### src/rtl/fifo_sync_flags.sv
// Single-clock FIFO with any depth, a registered read port and fill-level flags.
// Define FIFO_SYNC_ERR_STICKY_EN to add sticky overflow/underflow flags.
module fifo_sync_flags #(
  parameter int DATA_WIDTH = 8,
  parameter int DEPTH      = 16,
  parameter int AF_LEVEL   = DEPTH - 2,
  parameter int AE_LEVEL   = 2,
  parameter int CNT_W      = $clog2(DEPTH + 1)
) (
  input  logic                  clk,
  input  logic                  rst,
  input  logic                  write_enable,
  input  logic                  read_enable,
  input  logic [DATA_WIDTH-1:0] din,
`ifdef FIFO_SYNC_ERR_STICKY_EN
  input  logic                  err_clr,
  output logic                  overflow,
  output logic                  underflow,
`endif
  output logic [DATA_WIDTH-1:0] dout,
  output logic                  dout_valid,
  output logic                  empty,
  output logic                  full,
  output logic                  almost_empty,
  output logic                  almost_full,
  output logic [CNT_W-1:0]      fill_count
);

  localparam int PTR_W = $clog2(DEPTH);
  localparam logic [PTR_W-1:0] PTR_LAST = PTR_W'(DEPTH - 1);
  localparam logic [PTR_W-1:0] PTR_ONE  = PTR_W'(1);
  localparam logic [CNT_W-1:0] CNT_ONE  = CNT_W'(1);

  logic [DATA_WIDTH-1:0] mem_q [DEPTH];

  logic [PTR_W-1:0]      wr_ptr_q, wr_ptr_d;
  logic [PTR_W-1:0]      rd_ptr_q, rd_ptr_d;
  logic [CNT_W-1:0]      cnt_q, cnt_d;
  logic [DATA_WIDTH-1:0] dout_q, dout_d;
  logic                  dout_valid_q, dout_valid_d;
  logic                  rd_acc, wr_acc;

  // Flags decode the registered count only.
  assign empty        = (cnt_q == '0);
  assign full         = (cnt_q == CNT_W'(DEPTH));
  assign almost_empty = (cnt_q <= CNT_W'(AE_LEVEL));
  assign almost_full  = (cnt_q >= CNT_W'(AF_LEVEL));
  assign fill_count   = cnt_q;
  assign dout         = dout_q;
  assign dout_valid   = dout_valid_q;

  // Accept logic, pointer wrap, count update and read-port load.
  always_comb begin
    rd_acc       = read_enable && !empty;
    wr_acc       = write_enable && (!full || rd_acc);
    wr_ptr_d     = wr_ptr_q;
    rd_ptr_d     = rd_ptr_q;
    cnt_d        = cnt_q;
    dout_d       = dout_q;
    dout_valid_d = 1'b0;
    if (wr_acc) begin
      wr_ptr_d = (wr_ptr_q == PTR_LAST) ? '0 : wr_ptr_q + PTR_ONE;
    end
    if (rd_acc) begin
      rd_ptr_d     = (rd_ptr_q == PTR_LAST) ? '0 : rd_ptr_q + PTR_ONE;
      dout_d       = mem_q[rd_ptr_q];
      dout_valid_d = 1'b1;
    end
    unique case ({wr_acc, rd_acc})
      2'b10:   cnt_d = cnt_q + CNT_ONE;
      2'b01:   cnt_d = cnt_q - CNT_ONE;
      default: cnt_d = cnt_q;
    endcase
  end

  // Control state; reset empties the FIFO and clears the read port.
  always_ff @(posedge clk) begin
    if (rst) begin
      wr_ptr_q     <= '0;
      rd_ptr_q     <= '0;
      cnt_q        <= '0;
      dout_q       <= '0;
      dout_valid_q <= 1'b0;
    end else begin
      wr_ptr_q     <= wr_ptr_d;
      rd_ptr_q     <= rd_ptr_d;
      cnt_q        <= cnt_d;
      dout_q       <= dout_d;
      dout_valid_q <= dout_valid_d;
    end
  end

  // Storage is never cleared; writes are blocked while reset is high.
  always_ff @(posedge clk) begin
    if (!rst && wr_acc) begin
      mem_q[wr_ptr_q] <= din;
    end
  end

`ifdef FIFO_SYNC_ERR_STICKY_EN
  logic ovf_q, ovf_d;
  logic unf_q, unf_d;

  assign overflow  = ovf_q;
  assign underflow = unf_q;

  // Sticky error flags; a new event outranks a clear in the same cycle.
  always_comb begin
    ovf_d = ovf_q;
    unf_d = unf_q;
    if (err_clr) begin
      ovf_d = 1'b0;
      unf_d = 1'b0;
    end
    if (write_enable && !wr_acc) ovf_d = 1'b1;
    if (read_enable && empty)    unf_d = 1'b1;
  end

  // Error flag registers.
  always_ff @(posedge clk) begin
    if (rst) begin
      ovf_q <= 1'b0;
      unf_q <= 1'b0;
    end else begin
      ovf_q <= ovf_d;
      unf_q <= unf_d;
    end
  end
`endif

endmodule

### config.mk
export PLATFORM = sky130hd
export DESIGN_NAME = fifo_sync_flags
export DESIGN_NICKNAME = d
export VERILOG_FILES = /design/src/rtl/fifo_sync_flags.sv
export SDC_FILE = /design/constraint.sdc
export NUM_CORES = 1
export LEC_CHECK = 0
export ABC_AREA = 1
export CAP_MARGIN = 20
export CELL_PAD_IN_SITES_DETAIL_PLACEMENT = 0
export CELL_PAD_IN_SITES_GLOBAL_PLACEMENT = 1
export CORE_ASPECT_RATIO = 1.25
export CORE_UTILIZATION = 48
export CTS_CLUSTER_DIAMETER = 150
export DETAILED_ROUTE_END_ITERATION = 6
export PLACE_DENSITY_LB_ADDON = 0.1
export SLEW_MARGIN = 15
export SYNTH_ARGS = -nofsm -noshare
export SYNTH_HDL_FRONTEND = slang
export SYNTH_SLANG_ARGS = --single-unit
### constraint.sdc
create_clock -name clk -period 2.2 [get_ports clk]
set_input_delay 0.66 -clock clk [delete_from_list [all_inputs] [get_ports clk]]
set_output_delay 0.66 -clock clk [all_outputs]
set_load 0.01 [all_outputs]
==> metrics.txt, run 1 <==
# TYPE chip_impl_metric gauge
chip_impl_info{name="kind_of_start_point_of_the_critical_path",value="input pin"} 1
chip_impl_metric{name="dp.final_hpwl",unit="um"} 9270
chip_impl_info{name="tightest_hold_check_type",value="reg -> reg"} 1
chip_impl_metric{name="overflow",unit=""} 0
chip_impl_metric{name="syn-cell-area",unit="um2"} 6280
chip_impl_metric{name="remaining_drc_errors",unit=""} 0
chip_impl_metric{name="vdd_drop_max",unit="V"} 0.000552
chip_impl_info{name="setup.worst_path.start",value="write_enable"} 1
chip_impl_metric{name="first_global_vias",unit=""} 4139
chip_impl_metric{name="async_reset_ff_share",unit="%"} 0
chip_impl_info{name="cts_root_buf",value="clkbuf_16"} 1
chip_impl_info{name="worstHoldStart",value="wr_ptr_q[0]"} 1
chip_impl_metric{name="average_via_count_per_standard_cell",unit=""} 5.26
chip_impl_metric{name="initial_antenna_violation_count",unit=""} 0
chip_impl_metric{name="ys_seq_area_share",unit="%"} 68.2
chip_impl_metric{name="maxSlewViolCount",unit=""} 0
chip_impl_metric{name="clock_latency",unit="ps"} 410
chip_impl_metric{name="gr-usage-all-layers",unit="%"} 22.7
chip_impl_metric{name="maximum_fanout_along_the_worst_path",unit=""} 4
chip_impl_metric{name="syn_area_per_cell",unit="um2"} 11.0
chip_impl_metric{name="timing.reg2reg.worst_path_depth",unit=""} 13
chip_impl_metric{name="max_slew.worst_pin.slew",unit="ps"} 625
chip_impl_metric{name="syn_nets",unit=""} 593
chip_impl_metric{name="gate_count_after_technology_mapping",unit=""} 572
chip_impl_metric{name="place_ws",unit="ps"} -330
chip_impl_metric{name="grt_first_pass_wirelength",unit="um"} 22500
chip_impl_metric{name="syn_to_final_growth",unit="%"} 19.9
chip_impl_metric{name="fin_hold_viols",unit=""} 0
chip_impl_info{name="rr_startpoint",value="fill_count[2]"} 1
chip_impl_metric{name="worst-endpoint-required",unit="ps"} 2510
chip_impl_metric{name="finClkSkew",unit="ps"} 5.21
chip_impl_metric{name="row_count",unit=""} 46
chip_impl_metric{name="first_pass_iters",unit=""} 7
chip_impl_info{name="timing.hold.worst_endpoint",value="wr_ptr_q[0]"} 1
chip_impl_metric{name="hold_depth",unit=""} 2
chip_impl_metric{name="worst_setup_hold_path_clk_slew",unit="ps"} 60
chip_impl_metric{name="drt_iter0_markers",unit=""} 277
chip_impl_metric{name="number_of_ports_placed_on_the_die_boundary",unit=""} 30
chip_impl_metric{name="vias",unit=""} 4283
chip_impl_metric{name="regToRegSetupSlack",unit="ps"} 320
chip_impl_metric{name="synth.lib_cells_used.distinct",unit=""} 27
chip_impl_metric{name="synth_top_area_share",unit="%"} 61.2
chip_impl_metric{name="clock.fmax",unit="MHz"} 485
chip_impl_info{name="synth_top_cells_by_area",value="edfxtp_1 (61%), dfxtp_1 (7.0%), nor2_1 (6.5%), nand2_1 (5.4%), nand3_1 (4.8%)"} 1
chip_impl_info{name="cts_tree",value="built"} 1
chip_impl_metric{name="number_of_buffer_cells_added_on_primary_ports",unit=""} 29
chip_impl_metric{name="cts_max_path_buffers",unit=""} 2
chip_impl_metric{name="avgRoutedWirePerCell",unit="um"} 17.6
chip_impl_info{name="status",value="completed"} 1
chip_impl_metric{name="floorplan.initialDensity",unit="%"} 49.4
chip_impl_metric{name="report.final.setup_viol",unit=""} 0
chip_impl_metric{name="power.static_leakage",unit="nW"} 2.82
chip_impl_metric{name="worst_slack",unit="ps"} 138
chip_impl_metric{name="yosysWarningCount",unit=""} 0
chip_impl_info{name="criticalPathCategory",value="in -> reg"} 1
chip_impl_metric{name="final_util",unit="%"} 59.2
chip_impl_metric{name="synth_seq_cells",unit=""} 150
chip_impl_metric{name="cts_sinks",unit=""} 150
chip_impl_metric{name="cts_inserted_buffers",unit=""} 17
chip_impl_info{name="synthTopCellsByCount",value="edfxtp_1 (128), nor2_1 (108), nand2_1 (91), nand3_1 (60), o21ai_0 (43)"} 1
chip_impl_metric{name="timing.slew.headroom",unit="%"} 58.2
chip_impl_metric{name="n_antenna_cell",unit=""} 0
chip_impl_metric{name="total_power_divided_by_cell_area",unit="nW/um2"} 1070
chip_impl_metric{name="finalNetCount",unit=""} 655
chip_impl_info{name="synth_top_flop_cell",value="edfxtp_1"} 1
chip_impl_metric{name="die_width",unit="um"} 104
chip_impl_metric{name="htree_levels",unit=""} 4
chip_impl_metric{name="finalWeightedCongestion",unit=""} 0.813
chip_impl_metric{name="synth_enable_flop_cells",unit=""} 128
chip_impl_info{name="regToRegEndpoint",value="fill_count[4]"} 1
chip_impl_metric{name="drive_above_1_share",unit="%"} 13.9
chip_impl_metric{name="die_y",unit="um"} 130
chip_impl_metric{name="period_utilization_post_route",unit="%"} 93.7
chip_impl_metric{name="grt_max_degree",unit=""} 34
chip_impl_metric{name="placeable_core_region",unit="um2"} 12700
chip_impl_info{name="yosys.area.top_type",value="edfxtp_1"} 1
chip_impl_metric{name="max_cap_violations",unit=""} 0
chip_impl_info{name="critical_path.endpoint_type",value="flip-flop"} 1
chip_impl_info{name="unrepaired_setup_endpoints_after_global_routing",value="no"} 1
chip_impl_metric{name="arrival",unit="ps"} 2370
chip_impl_metric{name="die-area",unit="um2"} 13500
chip_impl_info{name="count_leader_synth",value="edfxtp_1"} 1
chip_impl_metric{name="layout_min_cycle_time",unit="ps"} 2060
chip_impl_metric{name="antenna_left",unit=""} 0
chip_impl_metric{name="totalWireLength",unit="um"} 14300
==> sequential cells by signal, summed over array words and instances, names as in the netlist <==
name        flops
mem_q         128
dout            8
fill_count      5
rd_ptr_q        4
wr_ptr_q        4
dout_valid      1
==> final cells by class <==
cell class	instances	area, um2
clock inverter	13	133
multi-input combinational	370	1750
sequential	150	4300
timing repair buffer	70	597
tap	168	210
clock buffer	19	443
fill	1064	5190
inverter	25	98.8
==> placed cells by master, fill, tap and decap left out, drive strengths merged <==
cell and count:
nand3b 1, xor2 3, nand4 1, edfxtp 128, clkbuf 19, a21oi 26
clkinvlp 4, clkinv 10, dlygate4sd2 3, inv 22, clkdlybuf4s50 25, xnor2 1
fa 1, nand3 61, nor2 110, bufinv 2, buf 41, nand2 94
o21ai 64, ha 8, dfxtp 22, dlymetal6s2s 1
==> stage by stage <==
stage | instances | setup TNS [ps] | hold WS [ps] | power [mW] | instance area, um2
final | 815 | 0 | 521 | 8.09 | 7530
after global routing | 815 | 0 | 556 | 8.47 | 7530
after CTS | 815 | 0 | 520 | 8.13 | 7510
after detailed placement | 783 | -36400 | 512 | 5.38 | 6930
after global placement | 783 | -34370 | 514 | 5.37 | 6930
after floorplan | 572 | 0 | 485 | 4.61 | 6280
==> critical path, stage by stage <==
cell and delay [ps]:
clkdlybuf4s50_1 540, inv_1 140, nand2_8 100, inv_1 70, ha_1 310, a21oi_1 210
nand3_1 90, nand2_1 90, nand3_1 70, nand2_1 60, nor2_1 40
==> logic make-up after synthesis <==
family                     after synthesis  synth area share, %
AOI/OAI and AO/OA                       90                 7.17
and+or+nand+nor                        267                 18.1
DFF                                    150                 68.2
adders and majority gates                9                 1.91
xor gates and xnor gates                 4                0.558
buffers and inverters                   52                 4.03
==> what timing repair did <==
action | 4_1_cts | 5_1_grt
gates resized for setup | 8 | 7
gates cloned | 0 | 0
hold buffers | 0 | 0
endpoints found under the setup margin | 5 | 105
buffers inserted | 0 | 0
==> routing by layer <==
layer / GRT usage, % / up-vias / routed length, um
li1: - / 2098 / -
met3: 4.75 / 27 / 758
met4: 10.6 / 0 / 410
met5: 0 / - / 0
met2: 37.8 / 153 / 7090
met1: 28.8 / 2005 / 6050
==> power by group <==
group	leakage (nW)	internal (mW)	total, mW	switching (mW)
logic	1.20	0.744	1.95	1.21
clock network	0.275	1.69	2.78	1.09
registers	1.34	3.23	3.36	0.136
total	2.82	5.66	8.09	2.43
==> worst max-delay path by stage <==
stage | to | slack (ps)
after floorplan | fill_count[4] | 250
after global placement | mem_q[3][7] | -320
after detailed placement | mem_q[3][2] | -330
after CTS | almost_full | 4
after global routing | fill_count[4] | 20
final | fill_count[4] | 140
(Power assumes the default switching activity.)
==> run 2: changes to the inputs <==
--- a/config.mk
+++ b/config.mk
@@ -11,7 +11,7 @@
 export CELL_PAD_IN_SITES_GLOBAL_PLACEMENT = 1
 export CORE_ASPECT_RATIO = 1.25
 export CORE_UTILIZATION = 48
-export CTS_CLUSTER_DIAMETER = 150
+export CTS_CLUSTER_DIAMETER = 40
 export DETAILED_ROUTE_END_ITERATION = 6
 export PLACE_DENSITY_LB_ADDON = 0.1
 export SLEW_MARGIN = 15
==> results of run 2 <==
The final DEF is identical to that of run 1; final timing and power are the same.
